--- config.mk ---
export PLATFORM = sky130hd
export DESIGN_NAME = pipe_hazard_ctrl
export DESIGN_NICKNAME = d
export VERILOG_FILES = /design/src/rtl/pipe_hazard_ctrl.sv
export SDC_FILE = /design/constraint.sdc
export NUM_CORES = 1
export LEC_CHECK = 0
export CORE_MARGIN = 4
export CORE_UTILIZATION = 33
export DETAILED_ROUTE_END_ITERATION = 8
export PLACE_DENSITY = 0.64
export SETUP_SLACK_MARGIN = 0.02
export SKIP_CTS_REPAIR_TIMING = 1
export SLEW_MARGIN = 25
export SYNTH_ARGS = -nofsm -noshare
export SYNTH_HDL_FRONTEND = slang
export SYNTH_SLANG_ARGS = --single-unit
--- constraint.sdc ---
create_clock -name i_clk -period 5.5 [get_ports i_clk]
set_clock_uncertainty 0.2 [all_clocks]
set_input_delay 1.1 -clock i_clk [delete_from_list [all_inputs] [get_ports i_clk]]
set_output_delay 1.1 -clock i_clk [all_outputs]
set_load 0.005 [all_outputs]
--- src/rtl/pipe_hazard_ctrl.sv ---
// Stall/flush sequencer for the 5-stage RV32I pipeline.
// Arbitrates data-memory wait, EX-stage redirect and load-use hazards,
// drives PC / pipeline-register enables and flushes, and keeps
// saturating stall/flush counters plus a sticky memory-timeout flag.
//
// Control outputs are Mealy: a combinational function of the registered
// state and the current hazard inputs. Priority is mem wait, then
// redirect, then load-use.
module pipe_hazard_ctrl #(
   parameter int MEM_TIMEOUT = 16,
   parameter int CNT_W       = 32
) (
   input  logic             i_clk,
   input  logic             i_reset,
   input  logic [4:0]       i_id_rs1_addr,
   input  logic [4:0]       i_id_rs2_addr,
   input  logic [4:0]       i_ex_rd_addr,
   input  logic             i_ex_mem_rden,
   input  logic             i_ex_pc_src,
   input  logic             i_mem_req,
   input  logic             i_dmem_ready,
   input  logic             i_cnt_clr,
   output logic             o_pc_en,
   output logic             o_if_id_en,
   output logic             o_if_id_flush,
   output logic             o_id_ex_en,
   output logic             o_id_ex_flush,
   output logic             o_ex_mem_en,
   output logic             o_mem_wb_flush,
   output logic [1:0]       o_state,
   output logic [CNT_W-1:0] o_stall_cnt,
   output logic [CNT_W-1:0] o_flush_cnt,
   output logic             o_mem_err
);

   typedef enum logic [1:0] {
      RUN      = 2'd0,
      LU_STALL = 2'd1,
      MEM_WAIT = 2'd2
   } state_t;

   localparam logic [7:0] TIMEOUT = 8'(MEM_TIMEOUT);

   state_t     state_q;
   state_t     state_nxt;
   logic       mw;
   logic       rd;
   logic       lu;
   logic [7:0] wait_q;
   logic [7:0] wait_nxt;
   logic       stall_inc;
   logic       flush_inc;

   // Hazard terms; load-use is masked in LU_STALL so a stall lasts one cycle.
   assign mw = i_mem_req & ~i_dmem_ready;
   assign rd = i_ex_pc_src;
   assign lu = i_ex_mem_rden & (i_ex_rd_addr != 5'd0)
             & ((i_ex_rd_addr == i_id_rs1_addr) | (i_ex_rd_addr == i_id_rs2_addr))
             & (state_q != LU_STALL);

   // State register.
   always_ff @(posedge i_clk or posedge i_reset) begin
      if (i_reset) begin
         state_q <= RUN;
      end else begin
         state_q <= state_nxt;
      end
   end

   // Next-state logic. Leaving MEM_WAIT follows the RUN rules, so a
   // load-use held behind the wait still ends in a single-cycle stall.
   always_comb begin
      state_nxt = state_q;
      unique case (state_q)
         RUN: begin
            if (mw)            state_nxt = MEM_WAIT;
            else if (lu && !rd) state_nxt = LU_STALL;
         end
         LU_STALL: begin
            if (mw) state_nxt = MEM_WAIT;
            else    state_nxt = RUN;
         end
         MEM_WAIT: begin
            if (!mw) begin
               if (lu && !rd) state_nxt = LU_STALL;
               else           state_nxt = RUN;
            end
         end
         default: state_nxt = RUN;
      endcase
   end

   // Output logic: reset bubbles everything, otherwise prioritised hazards.
   always_comb begin
      o_pc_en        = 1'b1;
      o_if_id_en     = 1'b1;
      o_if_id_flush  = 1'b0;
      o_id_ex_en     = 1'b1;
      o_id_ex_flush  = 1'b0;
      o_ex_mem_en    = 1'b1;
      o_mem_wb_flush = 1'b0;
      if (i_reset) begin
         o_pc_en        = 1'b0;
         o_if_id_en     = 1'b0;
         o_id_ex_en     = 1'b0;
         o_ex_mem_en    = 1'b0;
         o_if_id_flush  = 1'b1;
         o_id_ex_flush  = 1'b1;
         o_mem_wb_flush = 1'b1;
      end else if (mw) begin
         // Freeze the front of the pipe; WB gets a bubble meanwhile.
         o_pc_en        = 1'b0;
         o_if_id_en     = 1'b0;
         o_id_ex_en     = 1'b0;
         o_ex_mem_en    = 1'b0;
         o_mem_wb_flush = 1'b1;
      end else if (rd) begin
         // PC loads the target; squash IF and ID (any load-use is moot).
         o_if_id_flush  = 1'b1;
         o_id_ex_flush  = 1'b1;
      end else if (lu) begin
         // Hold PC and if_id, inject a bubble into EX.
         o_pc_en        = 1'b0;
         o_if_id_en     = 1'b0;
         o_id_ex_flush  = 1'b1;
      end
   end

   assign o_state = state_q;

   // Wait-cycle count: the cycle that enters MEM_WAIT counts as the first.
   always_comb begin
      wait_nxt = wait_q;
      if (mw) begin
         if (state_q != MEM_WAIT)  wait_nxt = 8'd1;
         else if (wait_q != 8'hFF) wait_nxt = wait_q + 8'd1;
      end
   end

   // Wait counter and sticky timeout flag (only reset clears the flag).
   always_ff @(posedge i_clk or posedge i_reset) begin
      if (i_reset) begin
         wait_q    <= 8'd0;
         o_mem_err <= 1'b0;
      end else begin
         wait_q <= wait_nxt;
         if (mw && (wait_nxt == TIMEOUT)) o_mem_err <= 1'b1;
      end
   end

   assign stall_inc = ~o_pc_en;
   assign flush_inc = rd & ~mw;

   // Saturating performance counters; clear beats increment.
   always_ff @(posedge i_clk or posedge i_reset) begin
      if (i_reset) begin
         o_stall_cnt <= '0;
         o_flush_cnt <= '0;
      end else if (i_cnt_clr) begin
         o_stall_cnt <= '0;
         o_flush_cnt <= '0;
      end else begin
         if (stall_inc && (o_stall_cnt != '1)) o_stall_cnt <= o_stall_cnt + 1'b1;
         if (flush_inc && (o_flush_cnt != '1)) o_flush_cnt <= o_flush_cnt + 1'b1;
      end
   end

endmodule
After elaboration in Yosys (flattened, before gate mapping)
Cells that the tools add are included.
{"block": "op_classes", "addsub": 3, "reduce_logical": 10, "n_bitwise": 9, "eq_ne": 12, "mux": 28}
{"op": "2-to-1 mux 32 bit", "count": 4}
{"op": "adder 32 x 1 -> 32 bit, second input constant", "count": 2}
{"op": "!= test 32 bit, second input constant", "count": 2}
{"op": "2-to-1 mux 8 bit", "count": 3}
{"op": "2-to-1 mux 1 bit", "count": 16}
{"op": "== test 5 bit", "count": 2}
{"op": "adder 8 x 1 -> 8 bit, second input constant", "count": 1}
{"op": "== test 8 x 5 -> 1 bit, second input constant", "count": 1}
{"op": "2-to-1 mux 2 bit", "count": 4}
{"op": "!= test 8 bit, second input constant", "count": 1}
{"op": "case mux 2 bit (3 select lines)", "count": 1}
{"op": "AND 1 bit", "count": 5}
{"op": "nonzero test 5 bit", "count": 1}
{"op": "logical AND 1 bit", "count": 4}
{"op": "!= test 2 bit, second input constant", "count": 2}
{"op": "nonzero test 2 bit", "count": 2}
{"op": "!= test 3 bit, second input constant", "count": 1}
{"op": "inverter 1 bit", "count": 3}
{"op": "== test 2 x 1 -> 1 bit, second input constant", "count": 1}
{"op": "== test 2 bit, second input constant", "count": 1}
{"op": "zero test 2 bit", "count": 1}
{"op": "!= test 2 x 1 -> 1 bit, second input constant", "count": 1}
{"op": "AND reduction 2 bit", "count": 1}
{"op": "zero test 1 bit", "count": 1}
{"op": "bitwise OR 1 bit", "count": 1}
{"block": "word_totals", "elab_cells": 67, "output_inout_bits": 74, "regBits": 75, "input_bits": 22}

Depth between registers and ports, before layout
{"block": "logic_depth", "word_depth": 12, "ltp_mapped": 10, "ltp_nobuf": 7}

Worst setup path before layout
OpenSTA, ideal clock, no wires.
{"block": "synth_path", "kind": "input-to-output", "from": "input port i_reset", "to": "output port o_pc_en", "path_slack_ps": 372, "t_arrival_ps": 3828, "t_required_ps": 4200, "n_path_buf": 4, "cell_stages": 8, "cell_sequence": "inv_1 nand2_1 a21o_1 inv_2 buf_6 buf_6 buf_6 buf_4"}
{"block": "synth_between", "elab_chain_len": 1}
{"item": "start, declared", "line_no": "14", "rtl": "input logic i_reset,"}
{"item": "2-to-1 mux 1 bit"}
{"item": "end, declared", "line_no": "23", "rtl": "output logic o_pc_en,"}
No other way between the ends.

Final worst setup path
{"block": "layout_path", "from": "input port i_ex_rd_addr[1]", "to": "output port o_pc_en"}
{"block": "layout_between", "elab_chain_len": 8, "word_cells_on_any_way": 11, "classes_between": "2 x eq/ne; 4 x mux; 4 x bitwise; 1 x reduce/logical"}
{"item": "start, declared", "line_no": "17", "rtl": "input logic [4:0] i_ex_rd_addr,"}
{"item": "== test 5 bit or nonzero test 5 bit (tied branches)", "line_no": "58, 57"}
{"item": "bitwise OR 1 bit or AND 1 bit (tied branches)", "line_no": "58, 57"}
{"item": "AND 1 bit *", "line_no": "58", "rtl": "& ((i_ex_rd_addr == i_id_rs1_addr) | (i_ex_rd_addr == i_id_rs2_addr))"}
{"item": "AND 1 bit *", "line_no": "59", "rtl": "& (state_q != LU_STALL);"}
{"item": "2-to-1 mux 1 bit *", "line_no": "121", "rtl": "end else if (lu) begin"}
{"item": "2-to-1 mux 1 bit *", "line_no": "117", "rtl": "end else if (rd) begin"}
{"item": "2-to-1 mux 1 bit *", "line_no": "110", "rtl": "end else if (mw) begin"}
{"item": "2-to-1 mux 1 bit *", "line_no": "102", "rtl": "if (i_reset) begin"}
Mark *: on every way between the ends. The rest lies on a longest branch, timed or not.

==> out/qor.tcl <==
set qor(outcome) {finished clean}
set qor(most-common-layout-cells) {sky130_fd_sc_hd__clkdlybuf4s50_1, sky130_fd_sc_hd__dfrtp_1, sky130_fd_sc_hd__nor2_1}
set qor(route.detailed.wl_per_inst_um) 15.7
set qor(grt_setup_unrepaired) {no}
set qor(drtPass1Iterations) 5
set qor(gr-usage-all-layers_pct) 15.2
set qor(grt_remaining_overflow) 0
set qor(core_area_mm2) 0.0132
set qor(min_period_ns) 4.69
set qor(finalMaxSlewViolations) 0
set qor(cts_sinks) 75
set qor(fin_worst_hold_slack_ns) 0.291
set qor(layout.cells.non_filler) 753
set qor(antenna_cells) 0
set qor(drcViolationCount) 0
set qor(critical_path_arrival_ns) 3.39
set qor(cts.root.buffer_cell) {sky130_fd_sc_hd__clkbuf_16}
set qor(place_congestion) 0.927
set qor(max_cap_violations) 0
set qor(crit_path_end_kind) {output port}
set qor(grt_first_pass_wirelength_um) 19700
set qor(tritoncts_clock_tree) {yes}
set qor(drt_first_iter_violations) 235
set qor(num_rows) 42
set qor(floorplan.initialDensity_pct) 33.7
set qor(die_h_um) 124
set qor(min_period_over_period_pct) 85.3
set qor(fin_nets) 597
set qor(drt.antenna.violating_nets) 0
set qor(cellPowerDensity_mw_per_mm2) 224
set qor(hold_path_class) {flop to flop}
set qor(postSynthRegisterBits) 75
set qor(setup-tns-final_ns) 0
set qor(die-width_um) 124
set qor(clkTransAtPathRegs_ns) 0.06
set qor(numPortBuffers) 95
set qor(category_of_the_most_critical_setup_path) {primary input to output port}
set qor(path_max_fanout) 11
set qor(floorplan.io_pins) 96
set qor(power.ir.vdd_worst_v) 0.000117
set qor(synthesis.area_mm2) 0.00446
set qor(largest_net_degree_at_the_start_of_global_routing) 76
set qor(layout_commonest_cell) {sky130_fd_sc_hd__clkdlybuf4s50_1}
set qor(synth-async-reset-ratio_pct) 100
set qor(area_delta_synth_final_pct) 31.6
set qor(placed_cells) 737
set qor(post_synth.cell_area_avg_um2) 9.22
set qor(yosysUniqueCellTypes) 56
set qor(worst_slew_pin_slew_ns) 0.724
set qor(yosysSeqAreaShare_pct) 42.1
set qor(slew_headroom_pct) 51.4
set qor(num_vias) 4100
set qor(first_global_vias) 3913
set qor(ratio_of_cells_with_drive_above_1_in_the_final_layout_pct) 7.97
set qor(initial_antenna_violation_count) 0
set qor(clock_path_buffers) 2
set qor(cts_h_tree_depth) 3
set qor(startpoint_type) {primary input}
set qor(dieArea_mm2) 0.0154
set qor(synth-edff-count) 0
set qor(drt-total-wl_um) 11800
set qor(syn_inst) 484
set qor(synth.net_count) 509
set qor(avgViaCountPerCell) 5.44
set qor(hold_violations) 0
set qor(fmax_mhz) 213
set qor(synth-warning-count) 0
set qor(leakage_uw) 0.00233
set qor(hpwl_um) 8290
set qor(setup_violations) 0
set qor(clk_latency_ns) 0.33
set qor(dominantRegCellSynth) {sky130_fd_sc_hd__dfrtp_1}
set qor(setup_slack_of_the_most_critical_reg_to_reg_path_ns) 2.84
set qor(cts-buffers-inserted) 9
set qor(required_time_of_the_critical_path_ns) 4.20
==> synth_stat cells, drive strengths merged, types with 8 or more instances <==
master   n  area share [%]
nand2   28             2.4
xor2    23             4.5
and2     9             1.3
nand3   27             3.0
inv      8            0.67
nand4   21             3.4
or3      8             1.1
and3    16             2.3
mux2    15             4.3
nor2b   18             2.5
clkbuf  13             1.1
xnor2   11             2.2
dfrtp   75              42
o21ai   12             1.3
o31ai   17             2.9
or4     17             2.9
nor4     8             1.3
a21oi   31             3.5
and4     9             1.8
buf     10             1.8
nor3    10             1.4
nor2    56             4.7
==> worst max-delay path, cell delays in order <==
cell and delay, ns:
sky130_fd_sc_hd__clkdlybuf4s50_1 0.47, sky130_fd_sc_hd__or4_1 0.57, sky130_fd_sc_hd__o221ai_2 0.16, sky130_fd_sc_hd__nor2_1 0.06, sky130_fd_sc_hd__a21o_1 0.27, sky130_fd_sc_hd__inv_2 0.17
sky130_fd_sc_hd__clkdlybuf4s50_1 0.58
==> power by group <==
part	leakage (uW)	internal [uW]	switching [uW]
clock network	0.000165	420	229
logic	0.00112	45.1	56.1
registers	0.00104	558	7.85
==> worst paths after layout <==
path,depth (start not counted),start,endpoint
min in group asynchronous,3,i_reset,o_stall_cnt[5]
hold / removal,1,o_mem_err,o_mem_err
setup reg to reg,7,o_stall_cnt[1],o_stall_cnt[22]
max in group asynchronous,3,i_reset,o_flush_cnt[23]
hold reg to reg,1,o_mem_err,o_mem_err
setup / recovery,7,i_ex_rd_addr[1],o_pc_en
==> through the flow <==
step	utilization (%)	total power [uW]	setup slack, ns	cell area, um2
6_report	44.3	1320	0.806	5870
2_1_floorplan	-	632	0.372	4460
5_1_grt	44.3	1370	0.638	5870
3_3_place_gp	41.8	674	0.821	5540
3_5_place_dp	41.8	678	0.792	5540
4_1_cts	44.3	1330	0.780	5870
==> layer usage <==
metal | global-route usage [%] | wire (um) | vias up
met5 | 0 | 0 | -
met4 | 6.38 | 233 | 0
met3 | 3.17 | 645 | 14
met2 | 24.3 | 5440 | 124
met1 | 20.0 | 5490 | 2000
li1 | - | - | 1962
==> sequential cells by signal (all words and copies together), names as in the netlist <==
register / cells
wait_q: 8
o_stall_cnt: 32
o_mem_err: 1
o_flush_cnt: 32
o_state: 2
==> cell families (layout without fill, tap and decap cells) <==
group,count (synthesis),after routing,share of synthesized area [%]
and+or+nand+nor,241,241,30.3
AOI/OAI and AO/OA,83,83,11.9
DFF,75,75,42.1
xor gates and xnor gates,34,34,6.67
buffers and inverters,31,124,3.56
muxes,17,17,4.74
adders and majority gates,3,3,0.841
==> cell type report <==
type                            count  area (um2)
Clock buffer                       11         253
Clock inverter                      5        75.1
Fill cell                        1258        7370
Inverter                            8        30.0
Multi-Input combinational cell    378        2430
Sequential cell                    75        1880
Tap cell                          176         220
Timing Repair Buffer              100         990
(Power assumes the default switching activity.)
